==> src/rtl/uart_tx_arbiter.sv <==
// Round-robin arbiter sharing one uart_tx between NREQ byte producers.
// Frames are timed internally since uart_tx exposes no completion flag.
module uart_tx_arbiter #(
  parameter int unsigned NREQ         = 2,
  parameter int unsigned DW           = 8,
  parameter int unsigned CLOCK        = 100_000_000,
  parameter int unsigned BAUD_RATE    = 115_200,
  parameter int unsigned BAUD_COUNTER = CLOCK / BAUD_RATE,
  parameter int unsigned FRAME_BITS   = DW + 2,
  parameter int unsigned FRAME_CYCLES = BAUD_COUNTER * FRAME_BITS,
  parameter int unsigned GAP_CYCLES   = BAUD_COUNTER
) (
  input  logic                    clk_i,
  input  logic                    rst_i,
  input  logic                    en_i,
  input  logic [NREQ-1:0]         req_valid_i,
  input  logic [NREQ*DW-1:0]      req_data_i,
  output logic [NREQ-1:0]         req_ready_o,
  output logic                    cs_o,
  output logic [DW-1:0]           data_o,
  output logic                    byte_ready_o,
  output logic                    t_byte_o,
  output logic                    busy_o,
  output logic [$clog2(NREQ)-1:0] grant_id_o
);

  localparam int unsigned IW   = $clog2(NREQ);
  localparam int unsigned CMAX = (FRAME_CYCLES > GAP_CYCLES) ? FRAME_CYCLES : GAP_CYCLES;
  localparam int unsigned CW   = $clog2(CMAX + 1);

  localparam logic [2:0] StIdle  = 3'd0;
  localparam logic [2:0] StLoad  = 3'd1;
  localparam logic [2:0] StStart = 3'd2;
  localparam logic [2:0] StWait  = 3'd3;
  localparam logic [2:0] StGap   = 3'd4;

  logic [2:0]    state_q, state_d;
  logic [CW-1:0] cnt_q, cnt_d;
  logic [IW-1:0] rr_q, rr_d;
  logic [IW-1:0] gid_q, gid_d;
  logic [DW-1:0] data_q, data_d;

  logic [IW-1:0] pick, pick_hi, pick_lo;
  logic          found_hi, found_lo;
  logic [DW-1:0] pick_data;
  logic          accept;

  // Two-pass priority search: first valid at or above rr_q, else lowest below it.
  always_comb begin
    found_hi = 1'b0;
    found_lo = 1'b0;
    pick_hi  = '0;
    pick_lo  = '0;
    for (int i = NREQ - 1; i >= 0; i--) begin
      if (req_valid_i[i]) begin
        if (IW'(i) >= rr_q) begin
          found_hi = 1'b1;
          pick_hi  = IW'(i);
        end else begin
          found_lo = 1'b1;
          pick_lo  = IW'(i);
        end
      end
    end
    pick = found_hi ? pick_hi : pick_lo;
  end

  assign accept = (state_q == StIdle) && en_i && (found_hi || found_lo);

  always_comb begin
    pick_data   = '0;
    req_ready_o = '0;
    for (int i = 0; i < NREQ; i++) begin
      if (IW'(i) == pick) begin
        pick_data      = req_data_i[i*DW +: DW];
        req_ready_o[i] = accept;
      end
    end
  end

  always_comb begin
    state_d = state_q;
    cnt_d   = cnt_q;
    rr_d    = rr_q;
    gid_d   = gid_q;
    data_d  = data_q;
    case (state_q)
      StIdle: begin
        if (accept) begin
          data_d  = pick_data;
          gid_d   = pick;
          rr_d    = (pick == IW'(NREQ - 1)) ? '0 : pick + IW'(1);
          state_d = StLoad;
        end
      end
      StLoad:  state_d = StStart;
      StStart: begin
        cnt_d   = CW'(FRAME_CYCLES - 1);
        state_d = StWait;
      end
      StWait: begin
        if (cnt_q == '0) begin
          cnt_d   = CW'(GAP_CYCLES - 1);
          state_d = StGap;
        end else begin
          cnt_d = cnt_q - CW'(1);
        end
      end
      StGap: begin
        if (cnt_q == '0) begin
          state_d = StIdle;
        end else begin
          cnt_d = cnt_q - CW'(1);
        end
      end
      default: state_d = StIdle;
    endcase
  end

  always_ff @(posedge clk_i or negedge rst_i) begin
    if (!rst_i) begin
      state_q <= StIdle;
      cnt_q   <= '0;
      rr_q    <= '0;
      gid_q   <= '0;
      data_q  <= '0;
    end else begin
      state_q <= state_d;
      cnt_q   <= cnt_d;
      rr_q    <= rr_d;
      gid_q   <= gid_d;
      data_q  <= data_d;
    end
  end

  // Outputs decode straight from state so an asynchronous reset idles the line at once.
  assign busy_o       = (state_q != StIdle);
  assign cs_o         = busy_o;
  assign byte_ready_o = (state_q == StLoad);
  assign t_byte_o     = (state_q == StStart);
  assign data_o       = data_q;
  assign grant_id_o   = gid_q;

endmodule

==> config.mk <==
export PLATFORM = sky130hd
export DESIGN_NAME = uart_tx_arbiter
export DESIGN_NICKNAME = d
export VERILOG_FILES = /design/src/rtl/uart_tx_arbiter.sv
export SDC_FILE = /design/constraint.sdc
export NUM_CORES = 1
export LEC_CHECK = 0
export CAP_MARGIN = 10
export CORE_MARGIN = 1.5
export CORE_UTILIZATION = 49
export CTS_BUF_LIST = sky130_fd_sc_hd__clkbuf_16
export CTS_CLUSTER_SIZE = 10
export DETAILED_ROUTE_END_ITERATION = 16
export GPL_TIMING_DRIVEN = 1
export PLACE_DENSITY = 0.87
export SETUP_SLACK_MARGIN = 0.1
export SYNTH_ARGS = -nofsm -noshare
export SYNTH_HDL_FRONTEND = slang
export SYNTH_SLANG_ARGS = --single-unit
==> constraint.sdc <==
create_clock -name clk_i -period 2.95 [get_ports clk_i]
set_clock_uncertainty 0.1 [all_clocks]
set_input_delay 0.59 -clock clk_i [delete_from_list [all_inputs] [get_ports clk_i]]
set_output_delay 0.59 -clock clk_i [all_outputs]
set_load 0.1 [all_outputs]
== Word level (Yosys, flattened, before mapping) ==
Index checks and enable logic that the tools add are counted.

* $add $sub $neg: 2
* Magnitude comparators: 2
* Equality and inequality tests: 8
* Multiplexer cells: 24
* Reduce and logical (&&, ||, !) cells: 10

{| class="wikitable"
|+ Operator list
! kind !! count
|-
| $pmux 14 s3 || 1
|-
| $mux 14 || 2
|-
| $mux 1 || 16
|-
| $pmux 3 s5 || 1
|-
| $logic_not 14->1 || 1
|-
| $sub 14x1->14 const B || 1
|-
| $mux 3 || 3
|-
| $mux 8 || 1
|-
| $ne 2x2->1 const B || 4
|-
| $eq 3x2->1 const B || 2
|-
| $reduce_bool 3->1 || 2
|-
| $reduce_and 2->1 || 2
|-
| $eq 3x1->1 const B || 1
|-
| $eq 3x3->1 const B || 1
|-
| $logic_not 3->1 || 1
|-
| $reduce_and 3->1 || 1
|-
| $ge 1x1->1 const A || 2
|-
| $logic_and 1x1->1 || 2
|-
| $add 1x1->1 const B || 1
|-
| $logic_or 1x1->1 || 1
|}

* Register bits: 27
* Output and inout bits: 15
* Word-level logic and storage cells: 51

== Longest topological paths before layout ==
* Word-level depth: 9
* Mapped depth: 8
* Depth with buffers taken out: 7

== Worst setup path before layout ==
OpenSTA, ideal clock, no wires.

* Path type: register to output
* Start point: register state_q[2]
* End point: output req_ready_o[1]
* Data arrival time: 3.039 ns
* Setup slack: -0.779 ns
* Stages on the path, launching flop included: 5
* Buffers on the path: 1
* Cell sequence: dfrtp_1 clkbuf_1 nor2_1 nand2_1 nor3_2

* Cells in the longest elaborated chain, start to end: 4

{| class="wikitable"
|+ RTL lines
! item !! RTL line !! text
|-
| start: declaration || 37 || <nowiki>logic [2:0] state_q, state_d;</nowiki>
|-
| start signal: assignment || 122 || <nowiki>state_q <= StIdle;</nowiki>
|-
| start signal: assignment || 128 || <nowiki>state_q <= state_d;</nowiki>
|-
| $logic_not 3->1 || 68 || <nowiki>assign accept = (state_q == StIdle) && en_i && (found_hi || found_lo);</nowiki>
|-
| $logic_and 1x1->1 (2 in a row) || 68 ||
|-
| $mux 1 || 74 || <nowiki>if (IW'(i) == pick) begin</nowiki>
|-
| end: declaration || 18 || <nowiki>output logic [NREQ-1:0] req_ready_o,</nowiki>
|}

No other way between the ends.

== Worst setup path after layout ==
* Start point: input req_valid_i[0]
* End point: output req_ready_o[0]

* Cells in the longest elaborated chain, start to end: 4
* Elaborated cells between the ends (all ways): 8

{| class="wikitable"
|+ RTL lines
! item !! RTL line !! text
|-
| start: declaration || 16 || <nowiki>input logic [NREQ-1:0] req_valid_i,</nowiki>
|-
| $mux 1 || 55 || <nowiki>if (req_valid_i[i]) begin</nowiki>
|-
| $logic_or 1x1->1 || 68 ||
|-
| $logic_and 1x1->1 || 68 ||
|-
| $mux 1 (*) || 74 ||
|}

Mark *: on every way between the ends. The rest lies on a longest branch, timed or not.

==> impl_metrics.ini <==
[synthesis]
synth-seq-cells = 27
yosys_warnings = 0
synth_edf_count = 0
synth_cell_type_count = 42
ys_async_sr_fraction_pct = 100
ys.flop_type = dfrtp_1
netlist_area_um2 = 1500
synthesis.instances = 157
synth_fp_nets = 180
yosysSeqAreaShare_pct = 45.1
avgSynthCellArea_um2 = 9.55

[sta]
rsz0062_at_grt = no
max_clock_freq_ghz = 0.367
final_max_slew_viol_count = 0
hold_viol = 0
tightest_slew_ps = 701
finalSetupViolations = 0
finalHoldWorstSlack_ps = 398
period_share_pct = 92.5
tns_ps = 0
relSlewSlack_pct = 52.1
fin_ws_ps = 222
min_period_ps = 2730

[final_layout]
final_util_pct = 69.5
nets = 216
area_growth_pct = 31.1
insertedDiodeCount = 0
nFillCells = 220
final_common_cell = dfrtp_1
layout_common_cells = 27 x dfrtp_1, 20 x clkdlybuf4s50_1, 17 x buf_4
ff_latch_area_um2 = 676
multi_input_area_um2 = 752
final_layout_size_suffix_gt1_share_pct = 17.7

[floorplanning]
num_rows = 19
start_util_pct = 53.0
core_area_um2 = 2830
die_h_um = 58.3
io_pins = 36
die-area_um2 = 3400
die_w_um = 58.3

[run_status]
outcome = complete, no violations

[cts]
cts_buffers = 3
tritoncts = yes
cts_root_buf = clkbuf_16
clockBufferDepth = 2
postCtsSetupBuffers = 0
cts-resized-gates = 0
holdBufCountCts = 0
cts_htree_levels = 1
clock_latency_ps = 270
cts.sinks = 27
clk_pin_slew_ps = 70

[route]
wl_per_cell_um = 17.9
wl_um = 3990
detail-route-antenna-nets = 0
drtIter0Drc = 101
vias_per_cell = 6.38
drc = 0
firstDrtPassIters = 6
dr_total_vias = 1422

[global_route]
gr-total-overflow = 0
grt_pass1_wl_um = 6600
grt_pass1_vias = 1407
grt_max_degree = 28
antenna_found_initial = 0
grt_usage_pct = 25.5

[flow_run]
maxCapViolations = 0

[pwr]
ir_worst_vdd_mv = 0.293
power_density_nw_per_um2 = 384
leakagePower_uw = 0.000902

[worst_setup_path]
crit_type = in2out
start_kind = input pin
cp_cell_sequence = clkdlybuf4s50_1, inv_1, o21ai_0, nor2b_1, buf_12
worstSetupEndpointType = output port
max_stage_delay_ps = 480
cp.arrival_ps = 2040
critPathRequiredTime_ps = 2260
slowest_stage = clkdlybuf4s50_1
critPathMaxFanout = 2

[placed_design]
dp_slack_ps = 293
portBuffers = 35
dp_hpwl_um = 2820
globalplace.congestion = 0.839

[min_path]
hp-class = reg2reg
## Yosys cell counts (all sizes together) (2+ instances only)
master / instances / area (µm²)
dfrtp: 27 / 676
o211ai: 2 / 15.0
and3: 2 / 12.5
ha: 2 / 25.0
a21oi: 7 / 35.0
inv: 14 / 52.6
o22ai: 2 / 12.5
nor2b: 2 / 12.5
or3: 4 / 25.0
xnor2: 4 / 35.0
a222oi: 8 / 80.1
mux2i: 2 / 20.0
or3b: 3 / 26.3
nand2: 8 / 30.0
o21ai: 8 / 40.0
nor3: 8 / 50.1
nand3: 3 / 15.0
o2111ai: 2 / 17.5
a21o: 5 / 37.5
clkbuf: 6 / 22.5
a2111oi: 5 / 50.0
nor2: 14 / 52.6
or4: 3 / 26.3
nor3b: 2 / 20.0
buf: 2 / 12.5
## kinds of logic after synthesis
| logic type | share of synthesized area (%) |
|---|---|
| AO/OA/AOI/OAI | 23.7 |
| XOR/XNOR | 2.92 |
| adder cells (fa/ha/maj) | 1.67 |
| buffers and inverters | 5.84 |
| flip-flops | 45.1 |
| multiplexers | 1.34 |
| AND/OR/NAND/NOR | 19.4 |
## flip-flops by register name, indices dropped and copies added (netlist names)
| signal | flops |
|---|---|
| data_o | 8 |
| rr_q | 1 |
| cnt_q | 14 |
| grant_id_o | 1 |
| state_q | 3 |
## area by class of cell
type / instances / area share [%]
multi-input cells: 108 / 38.3
flip-flops and latches: 27 / 34.4
repair buffers: 39 / 18.7
clock buffers: 3 / 3.82
inverters: 14 / 2.67
well taps: 31 / 1.97
clock inverters: 1 / 0.191
## worst max-delay path, delay by kind of cell
kind	cells	cell delay, ps
simple gates	1	360
buf+inv	3	740
compound gates	1	330
## final timing paths
path,slack (ps),depth (start not counted),end,start
min in group asynchronous,590,2,cnt_q[13]$_DFFE_PN0P_,rst_i
min,400,1,grant_id_o$_DFFE_PN0P_,grant_id_o$_DFFE_PN0P_
max in group asynchronous,1890,2,cnt_q[11]$_DFFE_PN0P_,rst_i
min reg2reg,400,1,grant_id_o$_DFFE_PN0P_,grant_id_o$_DFFE_PN0P_
max reg2reg,520,5,cnt_q[12]$_DFFE_PN0P_,state_q[1]$_DFFE_PN0P_
max,220,5,req_ready_o[0],req_valid_i[0]
## stage by stage
stage          cell area (µm²)  std cells  power, µW
2_1_floorplan             1520        157        412
3_3_place_gp              1890        219        453
3_5_place_dp              1890        219        455
4_1_cts                   1970        223        760
5_1_grt                   1970        223        779
6_report                  1970        223        756
## metal layers
| metal | up-vias | wire length (µm) | track usage [%] |
|---|---|---|---|
| met2 | 65 | 2070 | 42.2 |
| met4 | 0 | 131 | 14.0 |
| met1 | 686 | 1580 | 31.9 |
| met5 | - | 0 | 0 |
| li1 | 656 | - | - |
| met3 | 15 | 198 | 3.96 |
## power by group
| group | switching (µW) | total, µW | internal (µW) |
|---|---|---|---|
| sequential | 2.07 | 376 | 373 |
| combinational | 40.8 | 71.9 | 31.1 |
| clock | 127 | 308 | 182 |
| total | 169 | 756 | 586 |
No activity file was read; power rests on OpenSTA's default activity.
==> patch 1 (config.mk and constraints unchanged) <==
`data_q` no longer has a reset.
--- a/src/rtl/uart_tx_arbiter.sv
+++ b/src/rtl/uart_tx_arbiter.sv
@@ -123,14 +123,16 @@
       cnt_q   <= '0;
       rr_q    <= '0;
       gid_q   <= '0;
-      data_q  <= '0;
     end else begin
       state_q <= state_d;
       cnt_q   <= cnt_d;
       rr_q    <= rr_d;
       gid_q   <= gid_d;
-      data_q  <= data_d;
     end
+  end
+
+  always_ff @(posedge clk_i) begin
+    data_q <= data_d;
   end
 
   // Outputs decode straight from state so an asynchronous reset idles the line at once.
Behaviour: not the same (a bounded check fails within 4 cycles, from zero or initial values and one cycle with rst_i low).
==> patch 1 against the unedited design <==
  * Worst hold slack worse by 0.018 ns
  * Sequential cell count unchanged
  * Wire length down 17%
  * Global-route usage down 3.7 points
  * Final area down 0.13%
  * Highest routed layer unchanged
  * Worst setup slack worse by 0.055 ns
  * Synthesized cell count down 2.5%
  * Critical endpoint unchanged
  * Synthesized area up 0.33%
  * Non-clock buffer count down 3
Power is not compared: it rests on default switching activity, and its combinational part moved more than twofold at a synthesized area within 25%.
==> patch 1: results (changes against the unedited design) <==
- The standard cell area after detailed placement was 1880 um^2 (was 1890 um^2).
- Power comes to 0.00120 W.
- Overall global routing resource usage: 21.8% (was 25.5%)
- Slew @ Worst Pin: 0.826 ns (was 0.701 ns)
- Run status: finished clean (unchanged).
- Crit path max-delay cell type: sky130_fd_sc_hd__or3b_2 (was sky130_fd_sc_hd__clkdlybuf4s50_1)
- The synthesized netlist net count is 176 (was 180).
* Synth top area cells: sky130_fd_sc_hd__dfrtp_1 32%, sky130_fd_sc_hd__edfxtp_1 16%, sky130_fd_sc_hd__mux2_2 6.0%, sky130_fd_sc_hd__nor2_1 4.5%, sky130_fd_sc_hd__nand2_1 4.2% (was sky130_fd_sc_hd__dfrtp_1 45%, sky130_fd_sc_hd__a222oi_1 5.3%, sky130_fd_sc_hd__inv_1 3.5%, sky130_fd_sc_hd__nor2_1 3.5%, sky130_fd_sc_hd__o21ai_0 2.7%)
- Post-synthesis async set-or-reset flop share: 70.4% (was 100%)
- Placed cell count: 215 (was 219)
- Share of cell area taken by multi-input logic gates: 38.8% (was 38.3%)
- Final Net Count: 212 (was 216)
- Synth-to-Final Area Change: 30.5% (was 31.1%)
- Number of synthesized flops with an enable pin: 8 (was 0)
* Seq/total area: 36.5% (was 34.4%)
* GP Congestion: 0.841 (was 0.839)
- XOR/XNOR Fraction of Synth Area: 0% (was 2.92%)
- The portion of the layout cell area used by clock cells is 4.02% (was 4.01%).
* Most frequent cells after synthesis: 19 x sky130_fd_sc_hd__dfrtp_1, 18 x sky130_fd_sc_hd__nor2_1, 17 x sky130_fd_sc_hd__nand2_1 (was 27 x sky130_fd_sc_hd__dfrtp_1, 14 x sky130_fd_sc_hd__inv_1, 14 x sky130_fd_sc_hd__nor2_1)
- Number of fill cells in the layout: 210 (was 220)
- The detailed-placement wirelength estimate came to 2.46 mm (was 2.82 mm).
- Post-Route WL: 3.33 mm (was 3.99 mm)
- The wire length of the first global-routing pass was 5.73 mm (was 6.60 mm).
* Data-path buffer share of cell area in the final layout: 17.6% (was 18.7%)
- The sequential-to-total area share from yosys stat was 47.6% (was 45.1%).
* Proportion of layout cells with a drive suffix above 1: 21.8% (was 17.7%)
- The overall via count from detail_route was 1,328 (was 1,422).
patch 1: per-layer routing:
metal | wire, um | up-vias | global-route usage, %
met3 | 300 | 5 | 2.86
met1 | 1390 | 629 | 28.2
met2 | 1600 | 59 | 37.4
met5 | 0 | - | 0
li1 | - | 635 | -
met4 | 43 | 0 | 7.97
patch 1: cells by family after synthesis:
| logic type | count (synthesis) |
|---|---|
| flip-flops | 27 |
| adder cells (fa/ha/maj) | 2 |
| multiplexers | 8 |
| AO/OA/AOI/OAI | 33 |
| AND/OR/NAND/NOR | 72 |
| buffers and inverters | 11 |
patch 1: path summary, 6_finish.rpt:
kind / to / startpoint / slack [ns] / cells past startpoint
setup reg to reg: cnt_q[6] / cnt_q[0] / 0.57 / 7
hold reg to reg: grant_id_o / grant_id_o / 0.38 / 1
max in group asynchronous: state_q[2] / rst_i / 1.48 / 1
min in group asynchronous: cnt_q[7] / rst_i / 0.71 / 1
setup / recovery: req_ready_o[0] / state_q[1] / 0.17 / 4
hold / removal: grant_id_o / grant_id_o / 0.38 / 1
==> patch 2 (same settings) <==
Made on the original files. Change the parameter `BAUD_RATE` from 115_200 to 28_800.
--- a/src/rtl/uart_tx_arbiter.sv
+++ b/src/rtl/uart_tx_arbiter.sv
@@ -4,7 +4,7 @@
   parameter int unsigned NREQ         = 2,
   parameter int unsigned DW           = 8,
   parameter int unsigned CLOCK        = 100_000_000,
-  parameter int unsigned BAUD_RATE    = 115_200,
+  parameter int unsigned BAUD_RATE    = 28_800,
   parameter int unsigned BAUD_COUNTER = CLOCK / BAUD_RATE,
   parameter int unsigned FRAME_BITS   = DW + 2,
   parameter int unsigned FRAME_CYCLES = BAUD_COUNTER * FRAME_BITS,
Formal check against the unedited RTL: no difference found for any inputs over 10 cycles, from zero or initial values and one cycle with rst_i low; that may be too few to reach the edited logic, so the function may still have changed.
==> patch 2 against the unedited design <==
  * Global-route usage rose by 1.7 points
  * Synthesized area rose by 21%
  * Power rose by 20%
  * Worst setup slack improved by 0.11 ns
  * Combinational power fell by 49%
  * Synthesized cell count rose by 33%
  * Die area rose by 20%
  * Wire length rose by 28%
  * Via count rose by 32%
  * Sequential cell count rose by 2
  * Final area rose by 22%
  * Highest routed layer unchanged
==> patch 2: results (changes against the unedited design) <==
* Wire length of the first global-routing pass: 8.65 mm (was 6.60 mm)
- Maximum single-stage delay on the critical path: 0.53 ns (was 0.48 ns)
- Post-Synthesis Net Count: 232 (was 180)
- XOR/XNOR Fraction of Synth Area: 0% (was 2.92%)
- Area of combinational cells with multiple inputs: 978 um^2 (was 752 um^2)
- Run status: finished clean (unchanged)
- Most frequent cells after synthesis: 29 x sky130_fd_sc_hd__dfrtp_1, 22 x sky130_fd_sc_hd__nand2_1, 16 x sky130_fd_sc_hd__nor2_1, 16 x sky130_fd_sc_hd__o21ai_0, 15 x sky130_fd_sc_hd__inv_1 (was 27 x sky130_fd_sc_hd__dfrtp_1, 14 x sky130_fd_sc_hd__inv_1, 14 x sky130_fd_sc_hd__nor2_1)
- Arrival time at the worst endpoint: 1.93 ns (was 2.04 ns)
- The number of fill cells came to 259 (was 220).
- The post-synthesis adder-cell area fraction came to 1.38% (was 1.67%).
* Number of distinct standard cells referenced by the synthesized netlist: 51 (was 42)
* Proportion of layout cells with a drive suffix above 1: 16.8% (was 17.7%)
- The actual slew at the worst max-slew pin came to 0.684 ns (was 0.701 ns).
- The number of global-route vias before repair came to 1,721 (was 1,407).
- Reported leakage power: 1.04 nW (was 0.902 nW)
- The register clock-pin slew on the reported worst setup and hold paths was 0.05 ns (was 0.07 ns).
* 1st-iter DRT viols: 195 (was 101)
* Critical register-to-register path startpoint: cnt_q[0] (was state_q[1])
* GP Congestion: 0.954 (was 0.839)
* Final Net Count: 272 (was 216)
- The capture point of the worst reg-to-reg path is cnt_q[1] (was cnt_q[12]).
* Kind of cell with the highest combined delay on the critical path: simple AND/OR/NAND/NOR gates (was buffers and inverters)
* DP HPWL: 3.52 mm (was 2.82 mm)
- Worst IR drop on VDD: 0.369 mV (was 0.293 mV)
* Register-to-register setup slack: 0.54 ns (was 0.52 ns)
- The total CTS buffers came to 5 (was 3).
* Crit path max-delay cell type: sky130_fd_sc_hd__dfrtp_1 (was sky130_fd_sc_hd__clkdlybuf4s50_1)
==> patch 2: how the worst max path moves through the flow <==
| stage | end | slack, ns | depth (start not counted) |
|---|---|---|---|
| finish | req_ready_o[1] | 0.33 | 4 |
| global route | req_ready_o[1] | 0.16 | 4 |
| CTS | req_ready_o[0] | 0.35 | 5 |
| detailed placement | req_ready_o[0] | 0.36 | 5 |
| global placement | req_ready_o[0] | 0.42 | 5 |
| floorplan | t_byte_o | 0.12 | 3 |
==> patch 2: metal layers <==
metal,part of all wire [%],GRT usage [%],up-vias,wire (um)
met2,47,40.0,105,2390
li1,-,-,871,-
met1,41,38.3,895,2090
met4,1.6,9.78,0,82
met5,0,0,-,0
met3,11,7.39,10,536
==> patch 2: logic make-up (layout without fill, tap and decap cells) <==
kind of cell	count (synthesis)	after routing
flops	29	29
buf+inv	28	69
compound gates	71	71
simple gates	79	79
fa+ha+maj	2	2
==> patch 2: final cells by class <==
class | instances | area share, %
multi-input cells | 152 | 41.0
flip-flops and latches | 29 | 30.4
repair buffers | 46 | 18.1
clock buffers | 5 | 5.24
well taps | 46 | 2.41
inverters | 15 | 2.36
clock inverters | 3 | 0.524
==> patch 2: through the flow <==
step | instances | worst slack [ns] | hold WS (ns)
final | 296 | 0.333 | 0.386
after global routing | 296 | 0.158 | 0.405
after CTS | 296 | 0.345 | 0.389
after detailed placement | 288 | 0.359 | 0.378
after global placement | 288 | 0.424 | 0.367
after floorplan | 209 | 0.125 | 0.194
==> patch 2: power by group <==
| group | internal [W] | switching (W) | leakage, nW | total (W) |
|---|---|---|---|---|
| clock network | 0.000304 | 0.000172 | 0.0687 | 0.000475 |
| logic | 0.0000243 | 0.0000124 | 0.608 | 0.0000368 |
| registers | 0.000399 | 0 | 0.361 | 0.000399 |
